--- config.mk ---
export PLATFORM = sky130hd
export DESIGN_NAME = decode_stage
export DESIGN_NICKNAME = d
export VERILOG_FILES = /design/src/rtl/rv_pkg.sv /design/src/rtl/imm_gen.sv /design/src/rtl/decode_stage.sv
export SDC_FILE = /design/constraint.sdc
export NUM_CORES = 1
export LEC_CHECK = 0
export ABC_AREA = 1
export CORE_MARGIN = 2
export CORE_UTILIZATION = 25
export DETAILED_ROUTE_END_ITERATION = 7
export SYNTH_ARGS = -nofsm -noshare
export SYNTH_HDL_FRONTEND = slang
export SYNTH_SLANG_ARGS = --single-unit
export TNS_END_PERCENT = 50
--- constraint.sdc ---
create_clock -name clk -period 1.9 [get_ports clk]
set_input_delay 0.38 -clock clk [delete_from_list [all_inputs] [get_ports clk]]
set_output_delay 0.38 -clock clk [all_outputs]
set_load 0.01 [all_outputs]
--- src/rtl/rv_pkg.sv ---
// Shared RV64I decode definitions: opcode constants, immediate formats and
// the per-opcode control bundle used by decode and, later, the branch unit.
package rv_pkg;

    localparam logic [6:0] OPC_LUI     = 7'b0110111;
    localparam logic [6:0] OPC_AUIPC   = 7'b0010111;
    localparam logic [6:0] OPC_JAL     = 7'b1101111;
    localparam logic [6:0] OPC_JALR    = 7'b1100111;
    localparam logic [6:0] OPC_BRANCH  = 7'b1100011;
    localparam logic [6:0] OPC_LOAD    = 7'b0000011;
    localparam logic [6:0] OPC_STORE   = 7'b0100011;
    localparam logic [6:0] OPC_OPIMM   = 7'b0010011;
    localparam logic [6:0] OPC_OPIMM32 = 7'b0011011;
    localparam logic [6:0] OPC_OP      = 7'b0110011;
    localparam logic [6:0] OPC_OP32    = 7'b0111011;

    typedef enum logic [2:0] {
        IMM_I,
        IMM_S,
        IMM_B,
        IMM_U,
        IMM_J,
        IMM_NONE
    } imm_fmt_e;

    typedef struct packed {
        logic regwrite;
        logic memread;
        logic memwrite;
        logic alusrc;
        logic illegal;
    } ctrl_t;

    function automatic imm_fmt_e imm_fmt(input logic [6:0] opc);
        imm_fmt_e fmt;
        case (opc)
            OPC_LOAD, OPC_OPIMM, OPC_OPIMM32, OPC_JALR: fmt = IMM_I;
            OPC_STORE:                                  fmt = IMM_S;
            OPC_BRANCH:                                 fmt = IMM_B;
            OPC_LUI, OPC_AUIPC:                         fmt = IMM_U;
            OPC_JAL:                                    fmt = IMM_J;
            default:                                    fmt = IMM_NONE;
        endcase
        return fmt;
    endfunction

    // Unknown opcodes must never write state, so every enable stays low for them.
    function automatic ctrl_t decode_ctrl(input logic [6:0] opc);
        ctrl_t c;
        c = '0;
        case (opc)
            OPC_LUI, OPC_AUIPC, OPC_JALR: begin
                c.regwrite = 1'b1;
                c.alusrc   = 1'b1;
            end
            OPC_JAL: c.regwrite = 1'b1;
            OPC_BRANCH: c.regwrite = 1'b0;
            OPC_LOAD: begin
                c.regwrite = 1'b1;
                c.memread  = 1'b1;
                c.alusrc   = 1'b1;
            end
            OPC_STORE: begin
                c.memwrite = 1'b1;
                c.alusrc   = 1'b1;
            end
            OPC_OPIMM, OPC_OPIMM32: begin
                c.regwrite = 1'b1;
                c.alusrc   = 1'b1;
            end
            OPC_OP, OPC_OP32: c.regwrite = 1'b1;
            default: c.illegal = 1'b1;
        endcase
        return c;
    endfunction

    function automatic logic uses_rs1(input logic [6:0] opc);
        return !(opc == OPC_LUI || opc == OPC_AUIPC || opc == OPC_JAL);
    endfunction

    function automatic logic uses_rs2(input logic [6:0] opc);
        return (opc == OPC_OP || opc == OPC_OP32 || opc == OPC_STORE || opc == OPC_BRANCH);
    endfunction

endpackage

--- src/rtl/imm_gen.sv ---
// Combinational RV64I immediate generator: instruction word in, sign-extended
// XLEN immediate out. Formats without an immediate produce zero.
module imm_gen
    import rv_pkg::*;
#(
    parameter int XLEN = 64
) (
    input  logic [31:0]     i_instr,
    output logic [XLEN-1:0] o_imm
);

    imm_fmt_e w_fmt;
    logic     w_sign;

    assign w_fmt  = imm_fmt(i_instr[6:0]);
    assign w_sign = i_instr[31];

    always_comb begin
        o_imm = '0;
        case (w_fmt)
            IMM_I: o_imm = {{(XLEN-12){w_sign}}, i_instr[31:20]};
            IMM_S: o_imm = {{(XLEN-12){w_sign}}, i_instr[31:25], i_instr[11:7]};
            IMM_B: o_imm = {{(XLEN-13){w_sign}}, i_instr[31], i_instr[7],
                            i_instr[30:25], i_instr[11:8], 1'b0};
            IMM_U: o_imm = {{(XLEN-32){w_sign}}, i_instr[31:12], 12'b0};
            IMM_J: o_imm = {{(XLEN-21){w_sign}}, i_instr[31], i_instr[19:12],
                            i_instr[20], i_instr[30:21], 1'b0};
            default: o_imm = '0;
        endcase
    end

endmodule

--- src/rtl/decode_stage.sv ---
// RV64I decode stage: register-file addressing, writeback bypass, immediate
// generation, load-use bubble insertion and the ID/EX pipeline register.
module decode_stage
    import rv_pkg::*;
#(
    parameter int XLEN  = 64,
    parameter int CNT_W = 16
) (
    input  logic             clk,
    input  logic             rst_n,
    input  logic             if_valid,
    output logic             if_ready,
    input  logic [31:0]      if_instr,
    input  logic [XLEN-1:0]  if_pc,
    output logic [4:0]       rs1,
    output logic [4:0]       rs2,
    input  logic [XLEN-1:0]  rf_rdata1,
    input  logic [XLEN-1:0]  rf_rdata2,
    input  logic             wb_regwrite,
    input  logic [4:0]       wb_rd,
    input  logic [XLEN-1:0]  wb_data,
    input  logic             flush,
    input  logic             ex_ready,
    output logic             ex_valid,
    output logic [XLEN-1:0]  ex_pc,
    output logic [XLEN-1:0]  ex_op1,
    output logic [XLEN-1:0]  ex_op2,
    output logic [XLEN-1:0]  ex_imm,
    output logic [4:0]       ex_rd,
    output logic [6:0]       ex_opcode,
    output logic [2:0]       ex_funct3,
    output logic [6:0]       ex_funct7,
    output logic             ex_regwrite,
    output logic             ex_memread,
    output logic             ex_memwrite,
    output logic             ex_alusrc,
    output logic             ex_illegal,
    output logic [CNT_W-1:0] bubble_cnt
);

    // Handshake: a beat moves on a rising edge when valid && ready are both
    // high on that edge. Upstream holds if_instr/if_pc stable while
    // if_valid && !if_ready; ex_valid stays high with all ex_* fields frozen
    // until execute raises ex_ready. flush makes if_ready high so the pending
    // fetch beat is consumed and discarded in the same edge.

    logic [6:0]       w_opcode;
    ctrl_t            w_ctrl;
    logic             w_use1;
    logic             w_use2;
    logic [4:0]       w_rd;
    logic [XLEN-1:0]  w_op1;
    logic [XLEN-1:0]  w_op2;
    logic [XLEN-1:0]  w_imm;
    logic             w_hazard;
    logic             w_load;
    logic             w_cnt_full;

    logic             r_ex_valid;
    logic [XLEN-1:0]  r_pc;
    logic [XLEN-1:0]  r_op1;
    logic [XLEN-1:0]  r_op2;
    logic [XLEN-1:0]  r_imm;
    logic [4:0]       r_rd;
    logic [6:0]       r_opcode;
    logic [2:0]       r_funct3;
    logic [6:0]       r_funct7;
    ctrl_t            r_ctrl;
    logic [CNT_W-1:0] r_bubble_cnt;

    assign w_opcode = if_instr[6:0];
    assign rs1      = if_instr[19:15];
    assign rs2      = if_instr[24:20];
    assign w_ctrl   = decode_ctrl(w_opcode);
    assign w_use1   = uses_rs1(w_opcode);
    assign w_use2   = uses_rs2(w_opcode);
    assign w_rd     = w_ctrl.regwrite ? if_instr[11:7] : 5'd0;

    imm_gen #(
        .XLEN(XLEN)
    ) u_imm_gen (
        .i_instr(if_instr),
        .o_imm  (w_imm)
    );

    // The register file writes at the same edge we capture, so a matching
    // writeback must be forwarded here; x0 is hardwired to zero.
    always_comb begin
        w_op1 = rf_rdata1;
        if (rs1 == 5'd0) begin
            w_op1 = '0;
        end else if (wb_regwrite && (wb_rd == rs1)) begin
            w_op1 = wb_data;
        end
    end

    always_comb begin
        w_op2 = rf_rdata2;
        if (rs2 == 5'd0) begin
            w_op2 = '0;
        end else if (wb_regwrite && (wb_rd == rs2)) begin
            w_op2 = wb_data;
        end
    end

    assign w_hazard = r_ex_valid && r_ctrl.memread && (r_rd != 5'd0) &&
                      ((w_use1 && (r_rd == rs1)) || (w_use2 && (r_rd == rs2)));
    assign w_load     = !r_ex_valid || ex_ready;
    assign if_ready   = flush || (w_load && !w_hazard);
    assign w_cnt_full = (r_bubble_cnt == {CNT_W{1'b1}});

    always_ff @(posedge clk or negedge rst_n) begin
        if (!rst_n) begin
            r_ex_valid   <= 1'b0;
            r_pc         <= '0;
            r_op1        <= '0;
            r_op2        <= '0;
            r_imm        <= '0;
            r_rd         <= '0;
            r_opcode     <= '0;
            r_funct3     <= '0;
            r_funct7     <= '0;
            r_ctrl       <= '0;
            r_bubble_cnt <= '0;
        end else if (flush) begin
            r_ex_valid <= 1'b0;
        end else if (w_load && w_hazard && if_valid) begin
            // One bubble is enough: the load reaches MEM next cycle and
            // downstream forwarding covers the dependent instruction.
            r_ex_valid <= 1'b0;
            if (!w_cnt_full) begin
                r_bubble_cnt <= r_bubble_cnt + CNT_W'(1);
            end
        end else if (w_load && if_valid) begin
            r_ex_valid <= 1'b1;
            r_pc       <= if_pc;
            r_op1      <= w_op1;
            r_op2      <= w_op2;
            r_imm      <= w_imm;
            r_rd       <= w_rd;
            r_opcode   <= w_opcode;
            r_funct3   <= if_instr[14:12];
            r_funct7   <= if_instr[31:25];
            r_ctrl     <= w_ctrl;
        end else if (w_load) begin
            r_ex_valid <= 1'b0;
        end
    end

    assign ex_valid    = r_ex_valid;
    assign ex_pc       = r_pc;
    assign ex_op1      = r_op1;
    assign ex_op2      = r_op2;
    assign ex_imm      = r_imm;
    assign ex_rd       = r_rd;
    assign ex_opcode   = r_opcode;
    assign ex_funct3   = r_funct3;
    assign ex_funct7   = r_funct7;
    assign ex_regwrite = r_ctrl.regwrite;
    assign ex_memread  = r_ctrl.memread;
    assign ex_memwrite = r_ctrl.memwrite;
    assign ex_alusrc   = r_ctrl.alusrc;
    assign ex_illegal  = r_ctrl.illegal;
    assign bubble_cnt  = r_bubble_cnt;

endmodule

### Yosys cells after proc, flatten, opt, wreduce, memory -nomap -nowiden

Index checks and enable logic that the tools add are counted.

| storage, ports and cells | value |
|---|---|
| output and inout bits | 311 |
| word-level logic and storage cells | 89 |
| bits of input ports | 299 |
| bits in registers | 300 |

| operators by class | value |
|---|---|
| bitwise gates (word level) | 3 |
| multiplexer cells | 16 |
| equal/unequal tests | 20 |
| reduce and logical (&&, ||, !) cells | 34 |
| add/subtract/negate cells | 1 |

Operators with widths:

| kind | count |
|---|---|
| 64-bit case mux with 5 select lines | 1 |
| 64-bit two-way mux | 4 |
| 7-bit by 6-bit == test with 1-bit output (second input constant) | 4 |
| 7-bit by 5-bit == test with 1-bit output (second input constant) | 3 |
| 7-bit == test (second input constant) | 3 |
| 5-bit == test | 4 |
| 16-bit by 1-bit adder with 16-bit output (second input constant) | 1 |
| 16-bit == test (second input constant) | 1 |
| 3-bit case mux with 5 select lines | 1 |
| 1-bit logical AND | 11 |
| 11-bit OR reduction | 1 |
| 5-bit zero test | 2 |
| 1-bit two-way mux | 9 |
| 9-bit OR reduction | 1 |
| 1-bit logical OR | 8 |
| 7-bit by 2-bit == test with 1-bit output (second input constant) | 1 |
| 7-bit OR reduction | 1 |
| 3-bit by 2-bit == test with 1-bit output (second input constant) | 2 |
| 3-bit AND reduction | 2 |
| 5-bit two-way mux | 1 |
| 5-bit nonzero test | 1 |
| 4-bit nonzero test | 1 |
| 4-bit OR reduction | 1 |
| 3-bit by 1-bit == test with 1-bit output (second input constant) | 1 |
| other kinds (5) | 9 |

### Longest topological paths before layout

Gate-level depths: netlist (run 1).

| depth | value |
|---|---|
| word-level depth | 11 |
| gate-level depth with buffers | 14 |
| gate-level depth less buffers | 12 |

### Hierarchy

A second synthesis (run 1) with hierarchy kept.

| unflattened totals | value |
|---|---|
| cell total of the unflattened synthesis | 2,043 |
| area total of the unflattened synthesis | 15,152.0 um^2 |

Modules (own cells, without submodules):

| module | times used | sequential area each (um^2) | area an instance (um^2) | cells an instance |
|---|---|---|---|---|
| decode_stage | 1 | 7,507.2 | 14,251.2 | 1,871 |
| imm_gen | 1 | 0.0 | 900.9 | 172 |

### Worst setup path before layout (run 1)

OpenSTA, ideal clock, no wires.

| timing | value |
|---|---|
| path type | register -> register |
| start point | register r_bubble_cnt[0], in the netlist bubble_cnt[0] |
| end point | register r_bubble_cnt[12], in the netlist bubble_cnt[12] |
| period minus slack after synthesis | 1.930 ns |
| required time | 1.783 ns |
| slack | -0.030 ns |
| cell stages (with the launch flop) | 11 |
| path buffers | 1 |
| arrival | 1.813 ns |
| setup time | 0.117 ns |
| cells stage by stage | dfrtp_1 -> ha_1 -> nand2_1 -> nor2_1 -> nand3_1 -> nor3_1 -> nor2_1 -> nand3_1 -> buf_2 -> nand2_1 -> nand2_1 |

| on the way | value |
|---|---|
| cells in the longest elaborated chain, start to end | 3 |
| elaborated cells on any way between the ends | 4 |
| classes of those cells | add/sub (1); eq/ne (1); bitwise (1); reduce/logical (1) |

Ends and longest elaborated chain:

| element | line | source |
|---|---|---|
| start, declared | decode_stage.sv:69 | `logic [CNT_W-1:0] r_bubble_cnt;` |
| start signal, assigned | decode_stage.sv:132 | `r_bubble_cnt <= r_bubble_cnt + CNT_W'(1);` |
| parallel branches: the longest is 3 deep, another holds 16-bit by 1-bit adder with 16-bit output | n/a |  |

Parallel ways; which one is timed is not known.
A chain may end at the register's enable or synchronous reset.

### Worst setup path after layout (run 1)

| timing | value |
|---|---|
| start point | input port if_instr[20] |
| end point | output port if_ready |

| on the way | value |
|---|---|
| cells in the longest elaborated chain, start to end | 7 |

Ends and longest elaborated chain:

| element | line | source |
|---|---|---|
| start, declared | decode_stage.sv:13 | `input logic [31:0] if_instr,` |
| 5-bit == test | decode_stage.sv:107 | `((w_use1 && (r_rd == rs1)) \|\| (w_use2 && (r_rd == rs2)));` |
| 1-bit logical AND | decode_stage.sv:107 |  |
| 1-bit logical OR | decode_stage.sv:107 |  |
| 1-bit logical AND | decode_stage.sv:106 | `assign w_hazard = r_ex_valid && r_ctrl.memread && (r_rd != 5'd0) &&` |
| 1-bit zero test | decode_stage.sv:109 | `assign if_ready = flush \|\| (w_load && !w_hazard);` |
| 1-bit logical AND | decode_stage.sv:109 |  |
| 1-bit logical OR | decode_stage.sv:109 |  |
| end, declared | decode_stage.sv:12 | `output logic if_ready,` |

No other way between the ends.

==> results.md, run 1 <==
Run status:
- The flow ran to the end, but the final reports show violations.
- The checks that failed: negative setup slack.

Floorplanning:
- The floorplan step defined a die boundary enclosing 61500 µm².
- The effective utilization at floorplan is 25.3%.
- The floorplan step defined a core boundary enclosing 58900 µm².
- The I/O pin total is roughly 600.
- The vertical die dimension is 248 µm.
- Row generation in the floorplan step produced 89 rows.
- Measured along the x axis, the die boundary spans approximately 250 µm.

Global routing:
- The number of global-route vias before repair is 15.5k.
- The number of antenna violations at the first check in global routing was 7.
- The total global routing overflow is 0.
- The global-route wire length before repair is roughly 90 mm.
- The maximum number of pins on one net before global-route repair is 78.
- The overall global routing resource usage is roughly a fifth.

Detailed routing:
- The number of routed nets with antenna violations is 0.
- The routed design has 61.5 mm of wire.
- The first detailed-routing pass ran for 5 iterations.
- The number of remaining DRC errors is 0.
- The starting DRC count in detailed routing is 842.
- The average wire per cell in the routed design is 16.7 µm.
- Across all layers, the routed design uses around 16k vias.
- Dividing the detail-routed via count by the number of cells gives approximately 4.4.

Place:
- Routability-driven placement finished with a final weighted congestion of 0.903.
- The number of I/O port buffers is a little over 600.
- The number of instances in the placed design is 3595.
- The wire-length estimate of the detail-placed layout is about 45 mm.

Synth:
- In the synthesized netlist the dominant register cell turns out to be sky130_fd_sc_hd__dfrtp_1.
- The number of distinct library cells after synthesis is 24.
- Yosys printed 0 warnings.
- The synthesized area per cell is 6.74 µm².
- Counting every instance in the synthesized netlist gives 2208.
- Ranked by instance count, the synthesized netlist is headed by sky130_fd_sc_hd__nand2_1 (892), sky130_fd_sc_hd__nor2_1 (308), sky130_fd_sc_hd__nand3_1 (287).
- The cell area after synthesis is between 10000 and 15000 µm².
- The share of flip-flops with an asynchronous set or reset is 100%.
- The synthesized design devotes to its leading area cell type 45.1% of total area.
- The synthesized design spends more area on one cell type than any other, namely sky130_fd_sc_hd__dfrtp_1.
- Of the synthesized area, sequential elements account for 45.1%.
- In the post-synthesis netlist, the biggest area contributors are sky130_fd_sc_hd__dfrtp_1 (45%), sky130_fd_sc_hd__nand2_1 (22%), sky130_fd_sc_hd__nand3_1 (9.7%).
- The number of register bits inferred by synthesis is about 270.
- The most common cell in the synthesized netlist is sky130_fd_sc_hd__nand2_1.
- In this run, synthesis inferred 0 flip-flops with an integrated enable.
- The net count after synthesis is 2508.

Power:
- Summed over all cells, the static leakage comes to 13.2 nW.
- The sum of internal, switching and leakage power is 18.4 mW.
- In this run the power density over the cells is ~750 nW/µm².
- Across the VDD grid, the largest voltage drop is 0.000500 V.

STA:
- The clock period minus final worst setup slack is 2.24 ns.
- The number of hold violations in the final report is 0.
- After layout, the worst setup slack is -0.342 ns.
- Measured against its own limit, the worst slew margin works out to a little under 70%.
- Summed over all failing endpoints, the final setup total negative slack is -23.27 ns.
- The max-slew violation total from the final report is 0.
- For the pin with the worst max-slew slack, the measured transition is ~0.46 ns.
- The fmax is 446 MHz.
- The final cycle utilization of the critical path is 118%.
- The number of failing setup endpoints in the final timing report is approximately 250.
- On the final layout, the worst hold slack is 0.332 ns.
- The setup skew after layout is 0.0148 ns.
- Setup repair after global routing could not meet its margin everywhere.

Final layout:
- Relative to the synthesized area, the layout overhead comes to 65.1%.
- The filler cell count in the final layout is 5977.
- Cells with a size suffix above 1 make up between 10% and 20% of the layout.
- The net count of the finished layout is 3180.
- The number of standard cells in the final layout excluding fillers is 3677.

Clock network:
- TritonCTS built the clock tree.
- No sink is reached through more buffers than the 3 on the longest clock path.
- The clock transition at the registers of the reported paths is roughly 0.06 ns.
- The H-tree was split into 2 levels.
- Counting the buffers created by CTS gives 35.
- For this design, the sink count on the clock tree is 268.
- The tree is rooted in a sky130_fd_sc_hd__clkbuf_16.
- For the worst-skew pair, the clock arrives at the later sink with an insertion delay of approximately 0.53 ns.

Critical path:
- The worst-case register-to-register setup slack is -0.18 ns.
- The type of element launching the critical path is a primary input.
- Walking the worst path, the cells encountered are clkdlybuf4s50_1 -> inv_1 -> nand2_1 -> nand3_2 -> nor2_4 -> nand3_2 -> nand2_4 -> nand2_8 -> nand2_4 -> nand2_2 -> buf_6.
- For this run, the slowest stage of the critical path takes 0.58 ns.
- The cell at the slowest stage of the critical path is sky130_fd_sc_hd__clkdlybuf4s50_1.
- The logic depth of the worst register-to-register path is 12.
- The data arrival time of the critical path is 1.86 ns.
- The critical path data required time is between 1.5 and 2 ns.
- The worst setup path is captured at an output port.
- The critical path in this run is classified as primary input to output port.
- Of all nets on the critical path, the largest fanout is 4.

Worst hold path:
- The worst hold path belongs to the class primary input to asynchronous set/reset pin.

Flow run:
- The total of max-cap violations is 0.
==> layer usage <==
layer / wire (µm) / share of wire, % / track usage, %
met4: 1310 / 2.1 / 5.13
met1: 25800 / 42 / 23.4
met5: 71 / 0.12 / 0
met2: 29100 / 47 / 31.7
met3: 5240 / 8.5 / 5.61
==> cells by family after synthesis <==
logic type,share of synthesized area (%)
AO/OA/AOI/OAI,0.874
XOR/XNOR,1.18
adder cells (fa/ha/maj),0.0841
buffers and inverters,10.5
flip-flops,45.1
AND/OR/NAND/NOR,42.3
==> critical path: cells and delay by family <==
kind / cells / cell delay [ns]
and+or+nand+nor: 8 / 0.64
buffers and inverters: 3 / 0.84
==> cell type report <==
type / instances / area [µm²] / share of cell area [%]
Antenna cell: 3 / 7.51 / 0.0305
Clock buffer: 49 / 1020 / 4.14
Clock inverter: 9 / 126 / 0.514
Inverter: 181 / 687 / 2.79
Multi-Input combinational cell: 1583 / 6720 / 27.4
Sequential cell: 268 / 6720 / 27.3
Tap cell: 773 / 967 / 3.94
Timing Repair Buffer: 811 / 8330 / 33.9
==> where the power goes <==
part,switching (mW),internal (mW),leakage (nW)
Combinational,2.19,2.56,9.29
Clock,2.65,4.12,0.565
Sequential,0.448,6.46,3.40
Total,5.29,13.1,13.2
==> repair_timing <==
| action | in CTS | in global routing |
|---|---|---|
| hold buffers | 1 | 0 |
| buffers inserted | 8 | 7 |
| gates resized for setup | 156 | 28 |
| endpoints found under the hold margin | 17 | 0 |
| endpoints found under the setup margin | 93 | 322 |
| cloned | 1 | 6 |
| pin swaps | 6 | 7 |
==> path summary, 6_finish.rpt <==
check                                            start                       end
min in group clk                           if_instr[2]  ex_opcode[2]$_DFFE_PN0P_
worst max-delay path                      if_instr[20]                  if_ready
worst min register to register  ex_op1[17]$_DFFE_PN0P_    ex_op1[17]$_DFFE_PN0P_
max in group asynchronous                        rst_n    ex_imm[62]$_DFFE_PN0P_
worst min-delay path                             rst_n  ex_funct3[0]$_DFFE_PN0P_
worst max register to register    ex_rd[2]$_DFFE_PN0P_     ex_op2[4]$_DFFE_PN0P_
==> state kept, by name, indices dropped and copies added, names as in the netlist <==
register / flops
ex_regwrite: 1
ex_opcode: 7
ex_funct3: 3
ex_op1: 64
ex_memwrite: 1
ex_rd: 5
ex_imm: 32
bubble_cnt: 16
ex_alusrc: 1
ex_op2: 64
ex_valid: 1
ex_funct7: 7
ex_memread: 1
ex_pc: 64
ex_illegal: 1
==> through the flow <==
stage,area (µm²),util [%],setup slack (ns)
floorplan,14900,-,0.0457
global placement,23000,39.1,-0.575
detailed placement,23000,39.1,-0.584
CTS,24300,41.2,-0.437
global route,24600,41.7,-0.484
finish,24600,41.7,-0.342
==> cell usage in the layout, fill, tap and decap left out, types with 2 or more instances in the layout <==
cell,Yosys,layout
sky130_fd_sc_hd__nor2_4,1,3
sky130_fd_sc_hd__buf_4,44,137
sky130_fd_sc_hd__clkdlybuf4s50_1,0,514
sky130_fd_sc_hd__dlygate4sd2_1,0,56
sky130_fd_sc_hd__nand3_4,0,3
sky130_fd_sc_hd__inv_1,175,173
sky130_fd_sc_hd__dlymetal6s2s_1,0,2
sky130_fd_sc_hd__dfrtp_1,268,259
sky130_fd_sc_hd__nor3_1,8,8
sky130_fd_sc_hd__buf_12,0,47
sky130_fd_sc_hd__nand4_1,17,17
sky130_fd_sc_hd__clkdlybuf4s15_1,0,31
sky130_fd_sc_hd__o21ai_0,21,21
sky130_fd_sc_hd__nand2_1,892,889
sky130_fd_sc_hd__bufinv_16,0,3
sky130_fd_sc_hd__nor2_2,2,5
sky130_fd_sc_hd__buf_6,0,8
sky130_fd_sc_hd__clkbuf_16,0,40
sky130_fd_sc_hd__nand2_4,4,3
sky130_fd_sc_hd__inv_2,6,7
sky130_fd_sc_hd__xor2_1,10,10
sky130_fd_sc_hd__diode_2,0,3
sky130_fd_sc_hd__buf_8,0,2
sky130_fd_sc_hd__nand3b_1,12,12
sky130_fd_sc_hd__dfrtp_2,0,9
sky130_fd_sc_hd__clkbuf_1,82,5
sky130_fd_sc_hd__nand2_8,0,2
sky130_fd_sc_hd__nand3_1,287,280
sky130_fd_sc_hd__nand2_2,2,4
sky130_fd_sc_hd__buf_16,0,4
sky130_fd_sc_hd__clkinv_2,0,4
sky130_fd_sc_hd__xnor2_1,10,10
sky130_fd_sc_hd__clkbuf_8,0,9
sky130_fd_sc_hd__o22ai_1,4,4
sky130_fd_sc_hd__nor2_1,308,303
sky130_fd_sc_hd__buf_2,47,3
sky130_fd_sc_hd__nand3_2,3,7
Power figures use the tool's default switching activity.
==> run 2: changes to the inputs <==
Settings changed: SKIP_LAST_GASP from default to 1.
==> results.md, run 2 (synthesis gave the netlist of run 1 again) <==
Power:
- Summed over all cells, the static leakage comes to 13.7 nW.
- In this run, flip-flops and latches consume 36.9% of the power.
- The net switching power figure is 5.49 mW.
- The internal power summed over all cells is around 13 mW.
- The peak supply drop is a little over 0.0005 V.
- The share of total power consumed by net switching is between 20% and 30%.
- Combinational logic burns between 20% and 30% of the power.
- The clock network burns 35.9% of the power.
- Dividing total power by cell area gives a power density of 731 nW/µm².

Critical path:
- STA classifies the critical path startpoint as a flip-flop.
- The origin of the critical flop-to-flop path is ex_rd[1]$_DFFE_PN0P_.
- The family with the most delay on the worst path is simple AND/OR/NAND/NOR gates.
- In this design, the stage delay of the slowest critical-path cell is 0.42 ns.
- The buffer and inverter count on the worst path is 2.
- The critical path starts at ex_rd[1]$_DFFE_PN0P_.
- The data arrival time of the critical path is 1.86 ns.
- Counting cells, the worst reg-to-reg path comes to 16.
- The critical path data required time is 1.52 ns.
- The maximum fanout along the worst path is 4.
- Traced cell by cell, the critical path runs through inv_2 -> nand2_1 -> nand2_1 -> nand3_2 -> nor2_4 -> nand3_2 -> nand2_4 -> nand2_8 -> nand2_4 -> nand2_2 -> buf_6.
- By startpoint and endpoint, the worst setup path is classified as flip-flop to output port.
- The worst-case register-to-register setup slack is -0.23 ns.
- The largest individual stage delay along the critical path comes from the cell sky130_fd_sc_hd__dfrtp_1.
- The kind of capture point of the worst setup path is an output port.
- The worst reg2reg path endpoint is ex_op1[43]$_DFFE_PN0P_.

Final layout:
- The relative area change from synthesis to final layout is 73.8%.
- The net count of the finished layout is roughly 3.2k.
- Of the cells placed in the final design, the portion with a size suffix greater than 1 is 15.6%.
- In the layout the commonest cells are sky130_fd_sc_hd__nand2_1 (776), sky130_fd_sc_hd__clkdlybuf4s50_1 (558), sky130_fd_sc_hd__nor2_1 (303).
- The number of standard cells in the final layout excluding fillers is ~3.7k.
- The filler cell count in the final layout is 5879.
- Leaving out fill and tap cells, the most frequent cell in the layout is sky130_fd_sc_hd__nand2_1.

Floorplanning:
- The die is 248 µm tall.
- Row generation in the floorplan step produced 89 rows.
- The full die area is just over 60000 µm².
- The effective utilization at floorplan is 25.3%.
- The horizontal die dimension is around 250 µm.
- In this run the standard cell core region covers ~59000 µm².
- The I/O pin total is just over 600.

Detailed routing:
- The detailed route wirelength on metal3 is 5.29 mm.
- The wire length reported by the detailed router is 65.2 mm.
- Once detail routing completed, the nets flagged for antenna violations numbered 0.
- After detailed routing, the met2 layer carries 31.1 mm of wire.
- After detailed routing, the number of vias per cell comes to 4.46.
- The pre-antenna-repair detailed-routing pass consisted of 5 iterations.
- The routed length on met1 is 27.3 mm.
- The number of remaining DRC errors is 0.
- After the first detailed-routing iteration, the DRC count stood at 983.
- The final route contains ~17k vias.
- After detailed routing, the average wire length per cell comes to 17.5 µm.
- The highest routing layer actually used is met5.

Global routing:
- The global-route wire length before repair is ~90 mm.
- The total global routing overflow is 0.
- For this run, the total global-route usage over all layers was measured as 18.9%.
- The number of antenna violations at the first check in global routing was 7.
- The number of global-route vias before repair was approximately 16k.
- The maximum number of pins on one net before global-route repair is 78.

Clock network:
- The TritonCTS clock tree is built.
- The clock transition at the registers of the reported paths is 0.06 ns.
- The H-tree depth reported by CTS is 2.
- The maximum clock path buffer count is 3.
- Clock tree synthesis found a total of 268 sinks.
- The insertion delay of the later-clocked pin in the worst-skew pair is between 0.5 and 0.6 ns.
- The number of clock buffers inserted by TritonCTS is 35.
- The library cell used as clock root buffer is sky130_fd_sc_hd__clkbuf_16.

Worst hold path:
- The worst min-delay path endpoint is ex_opcode[5]$_DFFE_PN0P_.
- The type of the most critical hold path is primary input to flip-flop.
- Along the worst hold path, the cell count comes to 3.
- The worst hold path startpoint is if_instr[5].

STA:
- Setup violations remaining at the end of the flow were counted as 292.
- For the finished layout, the period the worst path requires is 2.24 ns.
- Once routing completed, OpenROAD measured the worst setup slack at -0.339 ns.
- The number of hold violations in the final report is 0.
- The setup TNS after final layout is -42.99 ns.
- The setup skew after layout is 0.0176 ns.
- Static timing analysis puts the maximum clock frequency at 447 MHz.
- The worst max-slew margin expressed relative to the limit is 69.2%.
- The max-slew violation total from the final report is 0.
- The final cycle utilization of the critical path is 118%.
- At the pin with the least slew margin, the transition time is 0.458 ns.
- Setup repair after global routing could not meet its margin everywhere.

Place:
- The placer's final routability congestion estimate is 0.903.
- The number of instances in the placed design is 3595.
- After legalization and detailed placement, the total HPWL measured 45.0 mm.
- In this run the tool buffered the top-level ports with between 600 and 700 buffer cells.

Run status:
- The flow ran to the end, but the final reports show violations.
- The final reports fail on negative setup slack.

Flow run:
- Max-cap violations in this run came to 0.
-- run 2: cell types whose count changed in the layout (fill, tap and decap cells not counted), moves of 11 or more --
cell	delta
sky130_fd_sc_hd__dlygate4sd2_1	-26
sky130_fd_sc_hd__nand2_1	-113
sky130_fd_sc_hd__nand2_4	+11
sky130_fd_sc_hd__nand2_2	+102
sky130_fd_sc_hd__clkdlybuf4s50_1	+44
sky130_fd_sc_hd__clkbuf_16	+23
sky130_fd_sc_hd__clkdlybuf4s15_1	-20
-- run 2: timing repair --
item / 4_1_cts / 5_1_grt
cloned: 1 / 35
pin swaps: 6 / 31
endpoints found under the hold margin: 17 / 0
resized for setup: 77 / 191
setup endpoints to repair: 93 / 367
buffers inserted: 8 / 20
hold buffers: 1 / 0
-- run 2: worst max-delay path by stage --
stage,to,depth (start not counted)
2_1_floorplan,bubble_cnt[12]$_DFFE_PN0P_,10
4_1_cts,if_ready,11
5_1_grt,if_ready,11
3_5_place_dp,ex_op1[60]$_DFFE_PN0P_,12
3_3_place_gp,ex_op1[60]$_DFFE_PN0P_,12
6_report,if_ready,11
-- run 2: final cells by class --
| cell class | count | area (µm²) | share of cell area, % |
|---|---|---|---|
| Timing Repair Buffer | 854 | 9280 | 35.9 |
| Multi-Input combinational cell | 1583 | 7070 | 27.3 |
| Sequential cell | 268 | 6710 | 26.0 |
| Clock buffer | 49 | 1020 | 3.94 |
| Tap cell | 773 | 967 | 3.74 |
| Inverter | 181 | 687 | 2.66 |
| Clock inverter | 9 | 126 | 0.489 |
| Antenna cell | 3 | 7.51 | 0.0290 |
-- run 2: worst register-to-register path, cell delays in order (launching register included) --
cell	delay, ns
sky130_fd_sc_hd__dfrtp_1	0.42
sky130_fd_sc_hd__inv_2	0.09
sky130_fd_sc_hd__nand2_1	0.05
sky130_fd_sc_hd__nand2_1	0.08
sky130_fd_sc_hd__nand3_2	0.08
sky130_fd_sc_hd__nor2_4	0.10
sky130_fd_sc_hd__nand3_2	0.09
sky130_fd_sc_hd__nand2_4	0.11
sky130_fd_sc_hd__nand2_8	0.06
sky130_fd_sc_hd__buf_4	0.14
sky130_fd_sc_hd__buf_12	0.14
sky130_fd_sc_hd__nand2_8	0.08
sky130_fd_sc_hd__buf_12	0.17
sky130_fd_sc_hd__buf_12	0.16
sky130_fd_sc_hd__buf_16	0.17
sky130_fd_sc_hd__nand2_4	0.08
sky130_fd_sc_hd__nand2_2	0.06
-- run 2: per-layer routing --
layer | vias to the layer above | global-route usage (%)
li1 | 8170 | -
met1 | 7726 | 23.4
met2 | 611 | 31.7
met3 | 88 | 5.61
met4 | 10 | 5.13
met5 | - | 0
-- run 2: power groups by stage --
stage / combinational, mW / clock (mW) / sequential (mW)
4_1_cts: 4.79 / 6.96 / 6.91
3_5_place_dp: 4.79 / 0 / 6.99
3_3_place_gp: 4.76 / 0 / 6.99
2_1_floorplan: 1.27 / 0 / 7.30
6_report: 5.14 / 6.79 / 6.98
5_1_grt: 5.59 / 7.19 / 7.06
-- run 2: stage by stage --
stage                     util [%]  total power [mW]  hold WS [ns]  instance area [µm²]  setup slack [ns]
after floorplan                  -              8.57        0.0844                14900            0.0457
after global placement        39.1              11.7         0.286                23000            -0.575
after detailed placement      39.1              11.8         0.286                23000            -0.584
after CTS                     41.2              18.7         0.307                24300            -0.438
after global routing          43.9              19.8         0.243                25900            -0.482
final                         43.9              18.9         0.232                25900            -0.339
==> run 3: changes to the inputs <==
Settings changed: CELL_PAD_IN_SITES_DETAIL_PLACEMENT from default to 1, CELL_PAD_IN_SITES_GLOBAL_PLACEMENT from default to 1, PLACE_DENSITY_LB_ADDON from default to 0.1, SLEW_MARGIN from default to 40.
Clock period 1.9 ns to 2.9 ns, I/O delays scaled along.
==> results.md, run 3 (synthesis gave the netlist of run 1 again) <==
Global routing:
- The number of antenna violations at the first check in global routing came to 13.
- In the global route stage, overall resource usage came out at 22.1%.
- The global-route wire length before repair is between 100 and 150 mm.
- The maximum number of pins on one net before global-route repair is 81.
- The number of global-route vias before repair is 16.6k.
- Global routing finished with a remaining overflow of 0.

Critical path:
- The logic depth of the worst register-to-register path is 9.
- The critical path class is primary input to output port.
- At the worst endpoint, the required time is ~2.3 ns.
- Of all nets on the critical path, the largest fanout is 4.
- For this design, the slowest cell found on the critical path is sky130_fd_sc_hd__clkdlybuf4s50_1.
- The delay contributed by the slowest stage of the critical path is 0.47 ns.
- The type of element launching the critical path is a primary input.
- The worst-case register-to-register setup slack is 0.72 ns.
- The worst reg2reg path endpoint is ex_op2[27]$_DFFE_PN0P_.
- The buffer and inverter count on the worst path is 3.
- The worst register-to-register path begins at ex_rd[2]$_DFFE_PN0P_.
- The signal on the critical path passes through clkdlybuf4s50_1 -> inv_1 -> nand2_1 -> nand2_2 -> nand2_1 -> nor2_2 -> nand3_2 -> nand2_4 -> nand2_8 -> nand2_1 -> nand2_1 -> dlygate4sd2_1.
- The worst setup path is captured at an output port.
- The most frequent cell on the critical path is sky130_fd_sc_hd__nand2_1.
- The data arrival time of the critical path is approximately 2.2 ns.
- The kind of cell with the highest combined delay along the critical path is buffers and inverters.

Detailed routing:
- The number of routed nets with antenna violations is 0.
- In the routed layout, each cell is associated on average with a via count of 4.54.
- After detailed routing, the number of remaining DRC violations is 0.
- After detailed routing, the average wire length per cell comes to 19.6 µm.
- The routed layout has approximately 16k vias.
- In this run, the number of DRC markers left after iteration 0 of detailed routing was approximately 740.
- The first-pass iteration count of the detailed router is 7.
- The final layout contains routed wiring with a total length of 69.8 mm.

Place:
- Timing analysis after detailed placement gives a worst setup slack of -0.222 ns.
- The HPWL after detailed placement is 51.6 mm.
- Port buffering added 609 buffers.
- The placer's final routability congestion estimate is between 0.8 and 0.9.

STA:
- Headroom to the max-slew limit came out at 64.5%.
- The clock period minus final worst setup slack is between 2 and 3 ns.
- Hold is met by 0.468 ns.
- The worst setup margin is 0.0930 ns.
- The fmax is 356 MHz.
- On the final layout, the worst clock skew is approximately 0.03 ns.
- The final cycle utilization of the critical path is 96.8%.
- Setup repair after global routing left no endpoint under its margin.
- For the pin with the worst max-slew slack, the measured transition is 0.533 ns.
- The number of hold violations in the final report is 0.
- The number of failing setup endpoints in the final timing report is 0.
- The max-slew violation total from the final report is 0.

Floorplanning:
- The die is 248 µm tall.
- Once the floorplan was initialized, standard cells occupied 25.3% of the core.
- The number of standard-cell rows in the floorplan is 89.
- The core region is 58900 µm².
- The horizontal die dimension is 248 µm.
- The I/O pin total is around 600.
- The die covers roughly 60000 µm².

Clock network:
- The buffers inserted during post-CTS setup optimization is 0.
- After clock tree synthesis, the clock-pin slew on the worst setup and hold paths is 0.06 ns.
- The H-tree depth reported by CTS is 2.
- The cell sitting at the root of the clock tree is a sky130_fd_sc_hd__clkbuf_16.
- The clock net in this run drives a total of 268 sinks.
- The TritonCTS clock tree is built.
- Clock tree synthesis inserted a total of 36 buffers.
- The insertion delay of the later-clocked pin in the worst-skew pair is 0.56 ns.
- The maximum clock path buffer count is 3.

Worst hold path:
- The worst hold path startpoint is ex_op1[38]$_DFFE_PN0P_.
- The worst min-delay path endpoint is ex_op1[38]$_DFFE_PN0P_.
- The cell depth of the worst min-delay path is 2.
- The type of the most critical hold path is flip-flop to flip-flop.

Power:
- The static leakage is around 12 nW.
- The sum of internal, switching and leakage power is 12.0 mW.
- The power density relative to cell area is 518 nW/µm².
- The peak supply drop is 0.000349 V.

Flow run:
- Max-cap violations in this run came to 0.

Run status:
- The flow ran to the end, and the final reports show no timing, DRC or antenna violations.

Final layout:
- The share of the core filled with cells in the final layout is between 30 and 40%.
- The leading cell type in the layout, fill and taps excluded is sky130_fd_sc_hd__nand2_1.
- The net count of the finished layout is 3057.
- In the layout the commonest cells are sky130_fd_sc_hd__nand2_1 (890), sky130_fd_sc_hd__clkdlybuf4s50_1 (605), sky130_fd_sc_hd__nor2_1 (305).
- Cells with a size suffix above 1 make up 6.11% of the layout.
- Compared with the post-synthesis result, the final layout area differs by 56.2%.
-- run 3: cell types whose count changed in the layout (fill, tap and decap cells not counted), moves of 11 or more --
cell	before	now
sky130_fd_sc_hd__nand2_1	776	890
sky130_fd_sc_hd__buf_12	53	26
sky130_fd_sc_hd__clkbuf_16	63	36
sky130_fd_sc_hd__dlygate4sd2_1	30	3
sky130_fd_sc_hd__nand2_2	106	4
sky130_fd_sc_hd__clkdlybuf4s15_1	11	0
sky130_fd_sc_hd__buf_4	137	51
sky130_fd_sc_hd__clkdlybuf4s50_1	558	605
sky130_fd_sc_hd__nand2_4	14	2
sky130_fd_sc_hd__buf_6	14	0
-- run 3: report_power, final --
| group | internal (mW) | switching (mW) | total [mW] |
|---|---|---|---|
| Combinational | 1.62 | 1.49 | 3.10 |
| Sequential | 4.23 | 0.291 | 4.52 |
| Clock | 2.61 | 1.82 | 4.42 |
| Total | 8.45 | 3.60 | 12.0 |
-- run 3: how the worst max path moves through the flow --
| stage | slack [ns] | to | from | depth (start not counted) |
|---|---|---|---|---|
| final | 0.09 | if_ready | if_instr[16] | 12 |
| after global routing | 0.006 | if_ready | if_instr[16] | 12 |
| after CTS | 0.04 | if_ready | ex_rd[1]$_DFFE_PN0P_ | 11 |
| after detailed placement | -0.22 | if_ready | if_instr[16] | 12 |
| after global placement | -0.23 | if_ready | if_instr[16] | 11 |
| after floorplan | 0.66 | if_ready | if_instr[1] | 11 |
-- run 3: metrics by stage --
stage | setup TNS (ns) | instance area [µm²] | std cells
after global routing | 0 | 23200 | 3560
after floorplan | 0 | 14900 | 2208
after CTS | 0 | 23200 | 3555
after detailed placement | -0.222 | 22000 | 3491
final | 0 | 23200 | 3562
after global placement | -0.226 | 22000 | 3491
-- run 3: timing repair --
action | CTS | global route
gates resized for setup | 13 | 1
pin swaps | 0 | 1
hold buffers | 1 | 0
endpoints found under the hold margin | 40 | 0
setup endpoints to repair | 1 | 1
-- run 3: final cells by class --
type / count / area, µm²
Clock buffer: 50 / 1040
Multi-Input combinational cell: 1583 / 6700
Fill cell: 7192 / 35700
Inverter: 181 / 687
Sequential cell: 268 / 6710
Tap cell: 773 / 967
Clock inverter: 13 / 114
Timing Repair Buffer: 687 / 7010
Antenna cell: 7 / 17.5
-- run 3: routing by layer --
| layer | wire length (µm) | vias to the layer above | track usage [%] | share of wire, % |
|---|---|---|---|---|
| met5 | 80 | - | 0 | 0.11 |
| met2 | 34000 | 412 | 38.0 | 49 |
| li1 | - | 7822 | - | - |
| met4 | 1420 | 12 | 6.20 | 2.0 |
| met3 | 5470 | 80 | 6.71 | 7.8 |
| met1 | 28700 | 7852 | 26.5 | 41 |
-- run 3: worst register-to-register path: stages (launching register included) --
cell and delay, ns:
sky130_fd_sc_hd__dfrtp_2 0.49, sky130_fd_sc_hd__nor3_1 0.20, sky130_fd_sc_hd__nand3_1 0.19, sky130_fd_sc_hd__nand3_1 0.14
sky130_fd_sc_hd__inv_2 0.09, sky130_fd_sc_hd__nand2_8 0.08, sky130_fd_sc_hd__buf_4 0.22, sky130_fd_sc_hd__buf_12 0.32
sky130_fd_sc_hd__nand3_1 0.26, sky130_fd_sc_hd__nand2_1 0.11
